`src/rtl/mdu_iterative.sv`:
```
// mdu_iterative: radix-2 iterative multiply/divide unit with HI/LO registers.
// MULT/MULTU by shift-add, DIV/DIVU by restoring shift-subtract, one bit per
// cycle. busy_o stalls the pipeline during RUN and FIX; done_o pulses once
// HI/LO hold the result. MTHI/MTLO writes are accepted only while idle.
// Optional build macro MDU_EARLY_OUT_EN: multiplies leave RUN as soon as the
// remaining multiplier bits are all zero (divide latency unchanged).
module mdu_iterative #(
  parameter int XLEN  = 32,
  parameter int CNT_W = $clog2(XLEN)
) (
  input  logic            clk_i,
  input  logic            rst_i,
  input  logic            start_i,
  input  logic [1:0]      op_i,
  input  logic [XLEN-1:0] a_i,
  input  logic [XLEN-1:0] b_i,
  input  logic            flush_i,
  input  logic            hi_we_i,
  input  logic            lo_we_i,
  input  logic [XLEN-1:0] wdata_i,
  output logic            busy_o,
  output logic            done_o,
  output logic [XLEN-1:0] hi_o,
  output logic [XLEN-1:0] lo_o
);

  localparam logic [1:0] IDLE = 2'd0;
  localparam logic [1:0] RUN  = 2'd1;
  localparam logic [1:0] FIX  = 2'd2;

  logic [1:0]        state_q;
  logic              is_div_q;
  logic              neg_res_q;
  logic              neg_dvd_q;
  logic              div0_q;
  logic [CNT_W-1:0]  cnt_q;
  // Multiply: running product. Divide: {remainder, dividend/quotient}.
  logic [2*XLEN-1:0] prod_q;
  // Multiplicand shifted left one place per iteration (multiply only).
  logic [2*XLEN-1:0] mcand_q;
  // Multiply: multiplier shifted right per iteration. Divide: divisor.
  logic [XLEN-1:0]   mplier_q;
  logic [XLEN-1:0]   hi_q;
  logic [XLEN-1:0]   lo_q;
  logic              done_q;

  logic              a_neg;
  logic              b_neg;
  logic [XLEN-1:0]   a_mag;
  logic [XLEN-1:0]   b_mag;
  logic [2*XLEN-1:0] mul_next;
  logic [XLEN:0]     div_tmp;
  logic              div_ge;
  logic [XLEN-1:0]   div_rem;
  logic [2*XLEN-1:0] div_next;
  logic [2*XLEN-1:0] mul_res;
  logic [XLEN-1:0]   fix_hi;
  logic [XLEN-1:0]   fix_lo;
  logic              mul_early;

  // Operand magnitudes and signs captured at launch (signed ops only)
  always_comb begin
    a_neg = ~op_i[0] & a_i[XLEN-1];
    b_neg = ~op_i[0] & b_i[XLEN-1];
    a_mag = a_neg ? -a_i : a_i;
    b_mag = b_neg ? -b_i : b_i;
  end

  // One radix-2 iteration for each operation class
  always_comb begin
    mul_next = prod_q + (mplier_q[0] ? mcand_q : '0);
    div_tmp  = {prod_q[2*XLEN-1:XLEN], prod_q[XLEN-1]};
    div_ge   = div_tmp >= {1'b0, mplier_q};
    div_rem  = div_ge ? XLEN'(div_tmp - {1'b0, mplier_q}) : div_tmp[XLEN-1:0];
    div_next = {div_rem, prod_q[XLEN-2:0], div_ge};
  end

`ifdef MDU_EARLY_OUT_EN
  // Bits above the one consumed this cycle are all zero: product is complete
  assign mul_early = ~is_div_q & (mplier_q[XLEN-1:1] == '0);
`else
  assign mul_early = 1'b0;
`endif

  // Sign correction and HI/LO placement applied in FIX
  always_comb begin
    mul_res = neg_res_q ? -prod_q : prod_q;
    if (is_div_q) begin
      fix_lo = div0_q ? '1 :
               (neg_res_q ? -prod_q[XLEN-1:0] : prod_q[XLEN-1:0]);
      // With a zero divisor every quotient bit is set and the remainder is
      // the dividend magnitude, so restoring its sign yields a_i for HI.
      fix_hi = neg_dvd_q ? -prod_q[2*XLEN-1:XLEN] : prod_q[2*XLEN-1:XLEN];
    end else begin
      fix_lo = mul_res[XLEN-1:0];
      fix_hi = mul_res[2*XLEN-1:XLEN];
    end
  end

  // Control FSM, datapath registers and architectural HI/LO
  always_ff @(posedge clk_i or posedge rst_i) begin
    if (rst_i) begin
      state_q   <= IDLE;
      is_div_q  <= 1'b0;
      neg_res_q <= 1'b0;
      neg_dvd_q <= 1'b0;
      div0_q    <= 1'b0;
      cnt_q     <= '0;
      prod_q    <= '0;
      mcand_q   <= '0;
      mplier_q  <= '0;
      hi_q      <= '0;
      lo_q      <= '0;
      done_q    <= 1'b0;
    end else begin
      done_q <= 1'b0;
      case (state_q)
        IDLE: begin
          if (hi_we_i) hi_q <= wdata_i;
          if (lo_we_i) lo_q <= wdata_i;
          if (start_i && !flush_i) begin
            state_q   <= RUN;
            is_div_q  <= op_i[1];
            neg_res_q <= a_neg ^ b_neg;
            neg_dvd_q <= a_neg;
            div0_q    <= (b_i == '0);
            cnt_q     <= CNT_W'(XLEN - 1);
            mcand_q   <= {{XLEN{1'b0}}, a_mag};
            mplier_q  <= b_mag;
            prod_q    <= op_i[1] ? {{XLEN{1'b0}}, a_mag} : '0;
          end
        end
        RUN: begin
          if (flush_i) begin
            state_q <= IDLE;
            cnt_q   <= '0;
          end else begin
            if (is_div_q) begin
              prod_q <= div_next;
            end else begin
              prod_q   <= mul_next;
              mcand_q  <= mcand_q << 1;
              mplier_q <= mplier_q >> 1;
            end
            if (cnt_q == '0 || mul_early) begin
              state_q <= FIX;
              cnt_q   <= '0;
            end else begin
              cnt_q <= cnt_q - CNT_W'(1);
            end
          end
        end
        FIX: begin
          state_q <= IDLE;
          if (!flush_i) begin
            hi_q   <= fix_hi;
            lo_q   <= fix_lo;
            done_q <= 1'b1;
          end
        end
        default: state_q <= IDLE;
      endcase
    end
  end

  assign busy_o = (state_q == RUN) || (state_q == FIX);
  assign done_o = done_q;
  assign hi_o   = hi_q;
  assign lo_o   = lo_q;

endmodule

```
`config.mk`:
```
export PLATFORM = sky130hd
export DESIGN_NAME = mdu_iterative
export DESIGN_NICKNAME = d
export VERILOG_FILES = /design/src/rtl/mdu_iterative.sv
export SDC_FILE = /design/constraint.sdc
export NUM_CORES = 1
export LEC_CHECK = 0
export BUFFER_PORTS_ARGS = -buffer_cell sky130_fd_sc_hd__buf_2
export CAP_MARGIN = 10
export CORE_UTILIZATION = 62
export CTS_CLUSTER_DIAMETER = 60
export DETAILED_ROUTE_END_ITERATION = 12
export GPL_ROUTABILITY_DRIVEN = 0
export PLACE_DENSITY = 0.82
export REMOVE_ABC_BUFFERS = 1
export SLEW_MARGIN = 20
export SYNTH_ARGS = -nofsm -noshare
export SYNTH_HDL_FRONTEND = slang
export SYNTH_SLANG_ARGS = --single-unit
```
`constraint.sdc`:
```
create_clock -name clk_i -period 12.56 [get_ports clk_i]
set_input_delay 3.768 -clock clk_i [delete_from_list [all_inputs] [get_ports clk_i]]
set_output_delay 3.768 -clock clk_i [all_outputs]
set_load 0.02 [all_outputs]
```
Word-level counts from Yosys, hierarchy flattened
Index checks and enable logic that the tools add are counted.

Word-level logic and storage cells: 88. Register bits: 236.

Multiplexer cells: 39. Reduce and logical (&&, ||, !) cells: 15. Bitwise gates (word level): 4. Eq/ne operators: 9. $add $sub $neg: 8. $lt $le $gt $ge: 1.

Operators by type and width (count): 32-bit two-way mux (16); 64-bit two-way mux (8); 64-bit case mux with 2 select lines (2); 32-bit case mux with 2 select lines (3); 32-bit negation (4); 64-bit adder (1); 64-bit negation (1); 33-bit by 32-bit greater-or-equal comparator with 1-bit output (1); 32-bit logical NOT (1); 32-bit subtractor (1); 5-bit two-way mux (3); 2-bit != test, second input constant (6); 5-bit case mux with 2 select lines (1); 3-bit AND reduction (3); 2-bit two-way mux (3); 2-bit AND reduction (3); 5-bit logical NOT (1); 5-bit by 1-bit subtractor with 5-bit output, second input constant (1); 2-bit case mux with 2 select lines (1); 4-bit AND reduction (1); 2-bit nonzero test (2); 3-bit != test, second input constant (1); 1-bit bitwise AND (2); 2-bit by 1-bit equality test with 1-bit output, second input constant (1); other kinds (8) (9).

Longest topological paths before layout
Gate-level depths: netlist of the first run.

Word-level depth: 6. Mapped depth: 15.

Worst setup path before layout of the first run
OpenSTA, ideal clock, no wires.

Kind: input-to-reg. Start point: input a_i[9]. End point: register prod_q[29]. Library setup time: 0.126 ns. Path slack: 6.254 ns. Arrival time: 6.180 ns. Stages on the path: 9. Cells stage by stage: or4_1 -> or4_1 -> nor3_1 -> nand2_1 -> o31ai_1 -> nand2_1 -> xor2_1 -> a221oi_1 -> nor2_1.

Cells in the longest elaborated chain, start to end: 5.

RTL lines: start, declared (RTL line 15) `input logic [XLEN-1:0] a_i,`; 32-bit negation (RTL line 65) `a_mag = a_neg ? -a_i : a_i;`; 32-bit two-way mux (RTL line 65); 32-bit two-way mux (RTL line 130) `prod_q <= op_i[1] ? {{XLEN{1'b0}}, a_mag} : '0;`; 64-bit two-way mux (RTL line 121) `if (start_i && !flush_i) begin`; 64-bit case mux with 2 select lines (RTL line 117) `case (state_q)`; end signal, assigned (RTL line 130); end signal, assigned (RTL line 139) `prod_q <= div_next;`; end signal, assigned (RTL line 141) `prod_q <= mul_next;`; end, declared (RTL line 38) `logic [2*XLEN-1:0] prod_q;`.

No other way between the ends. The select of a mux whose other input is x is not followed. A chain may end at the register's enable or synchronous reset.

Final worst setup path of the first run
Ends and elaborated chain as after synthesis.

==> results of run 1 <==
==> layout make-up <==
cell class	count	area share (%)
multi-input combinational	2002	59.6
sequential	236	27.6
clock buffer	38	3.83
timing repair buffer	190	4.74
inverter	73	1.31
tap	396	2.31
clock inverter	15	0.584
==> worst paths after layout <==
check                           depth (start not counted)          to  slack, ps
worst max-delay path                                   10  prod_q[29]       6160
max in group asynchronous                               4    hi_o[25]       7100
worst min register to register                          2    lo_o[28]        470
worst max register to register                         14  prod_q[52]       7900
min in group asynchronous                               2     hi_o[5]       3340
worst min-delay path                                    2    lo_o[28]        470
==> tightest hold or removal path, stage by stage (launching register included) <==
cell and delay [ps]:
dfrtp_1 330, nand2_1 50, o21ai_0 60
==> cell usage after synthesis (all sizes together) (23+ instances only) <==
library cell	n	area, sq um
a21oi	161	806
nor3	50	250
o31ai	29	228
clkbuf	117	439
inv	73	274
nand3	30	150
xnor2	124	1090
nand2	337	1260
a22o	38	333
a221oi	24	210
a31oi	23	144
mux2i	67	671
xor2	77	674
ha	103	1290
o21ai	315	1580
nor2	170	638
a21o	53	398
dfrtp	236	5910
o22ai	32	200
and2	74	463
==> kinds of logic (layout without fill, tap and decap cells) <==
logic type	count (synthesis)	count (layout)
buffers and inverters	206	316
and+or+nand+nor	802	802
xor gates and xnor gates	201	201
AOI/OAI and AO/OA	821	821
muxes	73	73
adders and majority gates	105	105
DFF	236	236
==> where the power goes <==
group | leakage [nW] | switching (W) | internal (W)
Clock | 0.466 | 0.000353 | 0.000481
Combinational | 6.21 | 0.00192 | 0.00108
Sequential | 3.00 | 0.000334 | 0.00104
==> per-layer routing <==
| metal | vias up | part of all wire, % | track usage, % |
|---|---|---|---|
| li1 | 9005 | - | - |
| met1 | 9341 | 41 | 53.6 |
| met2 | 1322 | 43 | 57.7 |
| met3 | 195 | 12 | 7.27 |
| met4 | 0 | 4.9 | 17.6 |
| met5 | - | 0 | 0 |
==> state kept, by name, indices dropped and copies added (netlist names) <==
| name | cells |
|---|---|
| lo_o | 32 |
| cnt_q | 5 |
| div0_q | 1 |
| hi_o | 32 |
| mcand_q | 64 |
| neg_res_q | 1 |
| done_o | 1 |
| is_div_q | 1 |
| state_q | 2 |
| neg_dvd_q | 1 |
| prod_q | 64 |
| mplier_q | 32 |
==> metrics by stage <==
| step | std cells | area (sq um) | utilization (%) |
|---|---|---|---|
| 3_5_place_dp | 2896 | 20500 | 66.7 |
| 3_3_place_gp | 2896 | 20500 | 66.7 |
| 5_1_grt | 2950 | 21400 | 69.8 |
| 4_1_cts | 2949 | 21400 | 69.8 |
| 6_report | 2950 | 21400 | 69.8 |
| 2_1_floorplan | 2311 | 18900 | - |
==> results.ini, run 1 <==
[status]
outcome = finished, final reports clean

[power]
p_leak_nw = 9.67
vdd_drop_max_uv = 139
power.density_nw_per_um2 = 243
power.total_w = 0.00521

[synthesis]
avgSynthCellArea_sq_um = 7.93
synth_adder_area_share_pct = 6.86
synth_compound_gate_area_share_pct = 26.5
synth_top_family_by_area = compound AO/OA/AOI/OAI gates
yosys.area_share.xor_xnor_pct = 9.08
synth_simple_gate_area_share_pct = 19.3
syn_area_sq_um = 19400
async_reset_ff_share_pct = 100
synth_edf_count = 0
synth_cell_type_count = 76
synthMuxAreaShare_pct = 3.81
yosysWarningCount = 0
ys_ff_latch = 236
ys_seq_area_share_pct = 30.5
syn-instance-count = 2444
yosys_most_used_dff = dfrtp_1

[setup_path]
crit_type = in -> reg
end_kind = flip-flop
crit_buf_inv = 1
critPathMaxStageDelay_ps = 600
startpoint = a_i[9]
arrival_ps = 6850
cp_slowest_cell = or4_1
rr_startpoint = mplier_q[0]
cp_max_fo = 5
crit_required_ps = 13010
critical-path-top-delay-family = simple AND/OR/NAND/NOR gates
crit_chain = buf_2 -> or4_1 -> or4_1 -> nor3_1 -> nand2_1 -> o31ai_1 -> nand2_1 -> xor2_1 -> a221oi_1 -> nor2_1
cp-start-kind = input port

[die]
dieArea_sq_um = 32000
die_h_um = 179
dieWidth_um = 179
start_util_pct = 63.2
core_sq_um = 30700
fp-row-count = 64
ioPinCount = 170

[detailed_routing]
routed_via_density = 6.73
drtIter0Drc = 2544
drt-pass1-iter-count = 7
routed_wl_um = 62400
drc = 0
vias = 19900
ant_nets = 0
wl_per_cell_um = 21.2

[sta]
whs_ps = 472
timing.setup.tns_ps = 0
slew_headroom_pct = 23.9
fin_skew_ps = 31.2
finalCriticalPeriod_ps = 6400
setup_viol = 0
rsz0062_at_grt = no
setup_slack_ps = 6160
hold_viol = 0
finalMaxSlewViolations = 0
fmax_ghz = 0.156
period_share_pct = 51.0
tightest_slew_ps = 1140

[clock_tree]
cts_tree = done
cts_resized = 0
cts_inserted_buffers = 29
path_clk_slew_ps = 60
postCtsSetupBuffers = 0
clock-sinks = 236
htreeDepth = 1
cts_root_buf = clkbuf_16
cts_max_path_buffers = 3
postCtsHoldBufs = 0
clk_latency_ps = 570

[finish]
layout_common_cells = 336 x nand2_1, 312 x o21ai_0, 235 x dfrtp_1
multiInputGateArea_sq_um = 12800
drive_above_1_share_pct = 10.9
n_antenna_cell = 0
regArea_sq_um = 5910
syn2layout_area_growth_pct = 10.5
fin_nets = 2741
final_common_cell = nand2_1
num-fill-cells = 2447

[grt]
grt_pass1_vias = 18100
antenna_found_initial = 0
grt_max_degree = 115
gr-usage-all-layers_pct = 38.5
overflow = 0
grt_pass1_wl_um = 96800

[worst_hold_path]
hold_path.class = reg -> reg
hp-start = lo_o[28]

[flow_run]
drv_cap = 0

[placed_design]
hpwl_um = 44900
port_buffers = 169
place_ws_ps = 5640

Power figures use the tool's default switching activity.
==> run 2: changes to the inputs <==
- CORE_UTILIZATION: 62 -> 56
- PLACE_DENSITY: 0.82 -> 0.79
- clock period: 12.56 -> 5.3 ns (I/O delays scaled with it)
==> run 2 against run 1 <==
Net effect: combinational power up 140%; via count down 1.4%; design area up 0.98%; register-to-register slack worse by 6900 ps; sequential share of layout area down 0.27 points; critical endpoint is now prod_q[58]; cell count up 2.1%; global-route usage down 4.0 points; setup slack worse by 5100 ps.
==> results.ini, run 2 (synthesis results as in run 1) <==
[finish]
layout_common_cells = 336 x nand2_1, 312 x o21ai_0, 235 x dfrtp_1
drive_above_1_share_pct = 11.3  ; +0.42 points
final_common_cell = nand2_1
fin_nets = 2754  ; +0.47%
regArea_sq_um = 5910  ; unchanged
num-fill-cells = 2866  ; +17%
reg_top3 = mcand_q (64), prod_q (64)
syn2layout_area_growth_pct = 11.6
multiInputGateArea_sq_um = 12800  ; about the same
n_antenna_cell = 0  ; unchanged
finish.utilization_pct = 64.0  ; -5.8 points
fin_area_sq_um = 21600  ; +0.98%

[clock_tree]
cts_tree = done
postCtsSetupBuffers = 0  ; unchanged
cts_resized = 0  ; unchanged
htreeDepth = 1  ; unchanged
postCtsHoldBufs = 0  ; unchanged
clk_latency_ps = 570  ; about the same
path_clk_slew_ps = 60  ; about the same
cts_max_path_buffers = 3  ; unchanged
cts_inserted_buffers = 29  ; unchanged
clock-sinks = 236  ; unchanged
cts_root_buf = clkbuf_16

[setup_path]
crit_type = reg -> reg
cp-start-kind = flip-flop
crit_end = prod_q[58]
crit_required_ps = 5740  ; -7270 ps
r2r_cells = 13  ; -1
arrival_ps = 4720  ; -2130 ps
rr_startpoint = mplier_q[0]
r2r_slack_ps = 1020  ; -6880 ps
cp_max_fo = 27  ; +22
end_kind = flip-flop
r2r-end = prod_q[58]
startpoint = mplier_q[0]

[power]
power.density_nw_per_um2 = 577  ; +140%
power.total_w = 0.0125  ; +140%
p_leak_nw = 9.76  ; +0.94%
vdd_drop_max_uv = 649  ; +370%

[grt]
grt_max_degree = 98  ; -15%
grt_pass1_vias = 18200  ; +0.42%
gr-usage-all-layers_pct = 34.5  ; -4.0 points
grt_pass1_wl_um = 98000  ; +1.3%
antenna_found_initial = 0  ; unchanged
overflow = 0  ; unchanged

[flow_run]
drv_cap = 0  ; unchanged

[detailed_routing]
vias = 19600  ; -1.4%
routed_via_density = 6.50  ; -3.4%
drc = 0  ; unchanged
wl_per_cell_um = 20.5  ; -3.1%
drt-pass1-iter-count = 6  ; -1
ant_nets = 0  ; unchanged
routed_wl_um = 61800  ; -1.1%
drtIter0Drc = 2141  ; -16%

[sta]
hold_viol = 0  ; unchanged
period_share_pct = 80.7
finalCriticalPeriod_ps = 4280
fin_skew_ps = 15.2  ; -16.0 ps
finalMaxSlewViolations = 0  ; unchanged
tightest_slew_ps = 1080  ; -64.7 ps
setup_viol = 0  ; unchanged
rsz0062_at_grt = no
fmax_ghz = 0.234
slew_headroom_pct = 28.0  ; +4.2 points

[die]
core_sq_um = 33800  ; +10%
start_util_pct = 57.4  ; -5.8 points
fp-row-count = 67  ; +4.7%
die_h_um = 188  ; +5.2%
ioPinCount = 170  ; unchanged
dieArea_sq_um = 35400  ; +11%
dieWidth_um = 188  ; +5.2%

[placed_design]
port_buffers = 169  ; unchanged
post_dp_cell_area_sq_um = 20600  ; +0.84%
hpwl_um = 45400  ; +1.2%

[worst_hold_path]
hold_path.class = reg -> reg

[status]
outcome = finished, final reports clean

-- run 2: cell count changes in the layout (fill, tap and decap cells not counted), sizes merged --
cell,delta
inv,-2
clkbuf,-3
bufinv,+4
clkinvlp,-1
buf,+13
-- run 2: metrics by stage --
| stage | setup WS [ps] | setup TNS (ps) | hold WS [ps] | instances |
|---|---|---|---|---|
| 3_5_place_dp | 588 | 0 | 457 | 2962 |
| 2_1_floorplan | -2760 | -770610 | 439 | 2311 |
| 6_report | 1020 | 0 | 468 | 3013 |
| 4_1_cts | 1120 | 0 | 470 | 3013 |
| 3_3_place_gp | 631 | 0 | 453 | 2962 |
| 5_1_grt | 816 | 0 | 497 | 3013 |
-- run 2: layer usage --
metal	vias up	GRT usage (%)	wire length [um]	share of wire, %
met5	-	0	0	0
li1	9004	-	-	-
met3	185	7.41	7280	12
met4	0	14.5	2760	4.5
met2	1137	51.2	26100	42
met1	9264	48.4	25600	41
-- run 2: worst min-delay path by stage --
| stage | start | end | cells after the start |
|---|---|---|---|
| CTS | div0_q | div0_q | 2 |
| global placement | div0_q | div0_q | 2 |
| floorplan | div0_q | div0_q | 2 |
| finish | div0_q | div0_q | 2 |
| detailed placement | div0_q | div0_q | 2 |
| global route | div0_q | div0_q | 2 |
-- run 2: where the power goes --
| part | internal (W) | switching [W] |
|---|---|---|
| sequential | 0.00247 | 0.000830 |
| clock | 0.00128 | 0.000821 |
| combinational | 0.00260 | 0.00448 |
-- run 2: critical path: stages (launching register included) --
cell and delay, ps:
dfrtp_1 400, buf_4 220, and2_1 200, fa_1 460, a211oi_1 310, o21ai_0 320, a211oi_1 450, nor2_1 190
a221o_1 350, a21oi_1 300, o221a_2 300, a221o_1 240, xnor2_1 90, a221o_1 310
-- run 2: area by class of cell --
type / instances / share of cell area (%)
inverter: 73 / 1.30
multi-input combinational: 2002 / 59.0
tap: 448 / 2.59
timing repair buffer: 203 / 5.15
sequential: 236 / 27.3
clock inverter: 16 / 1.02
clock buffer: 35 / 3.60
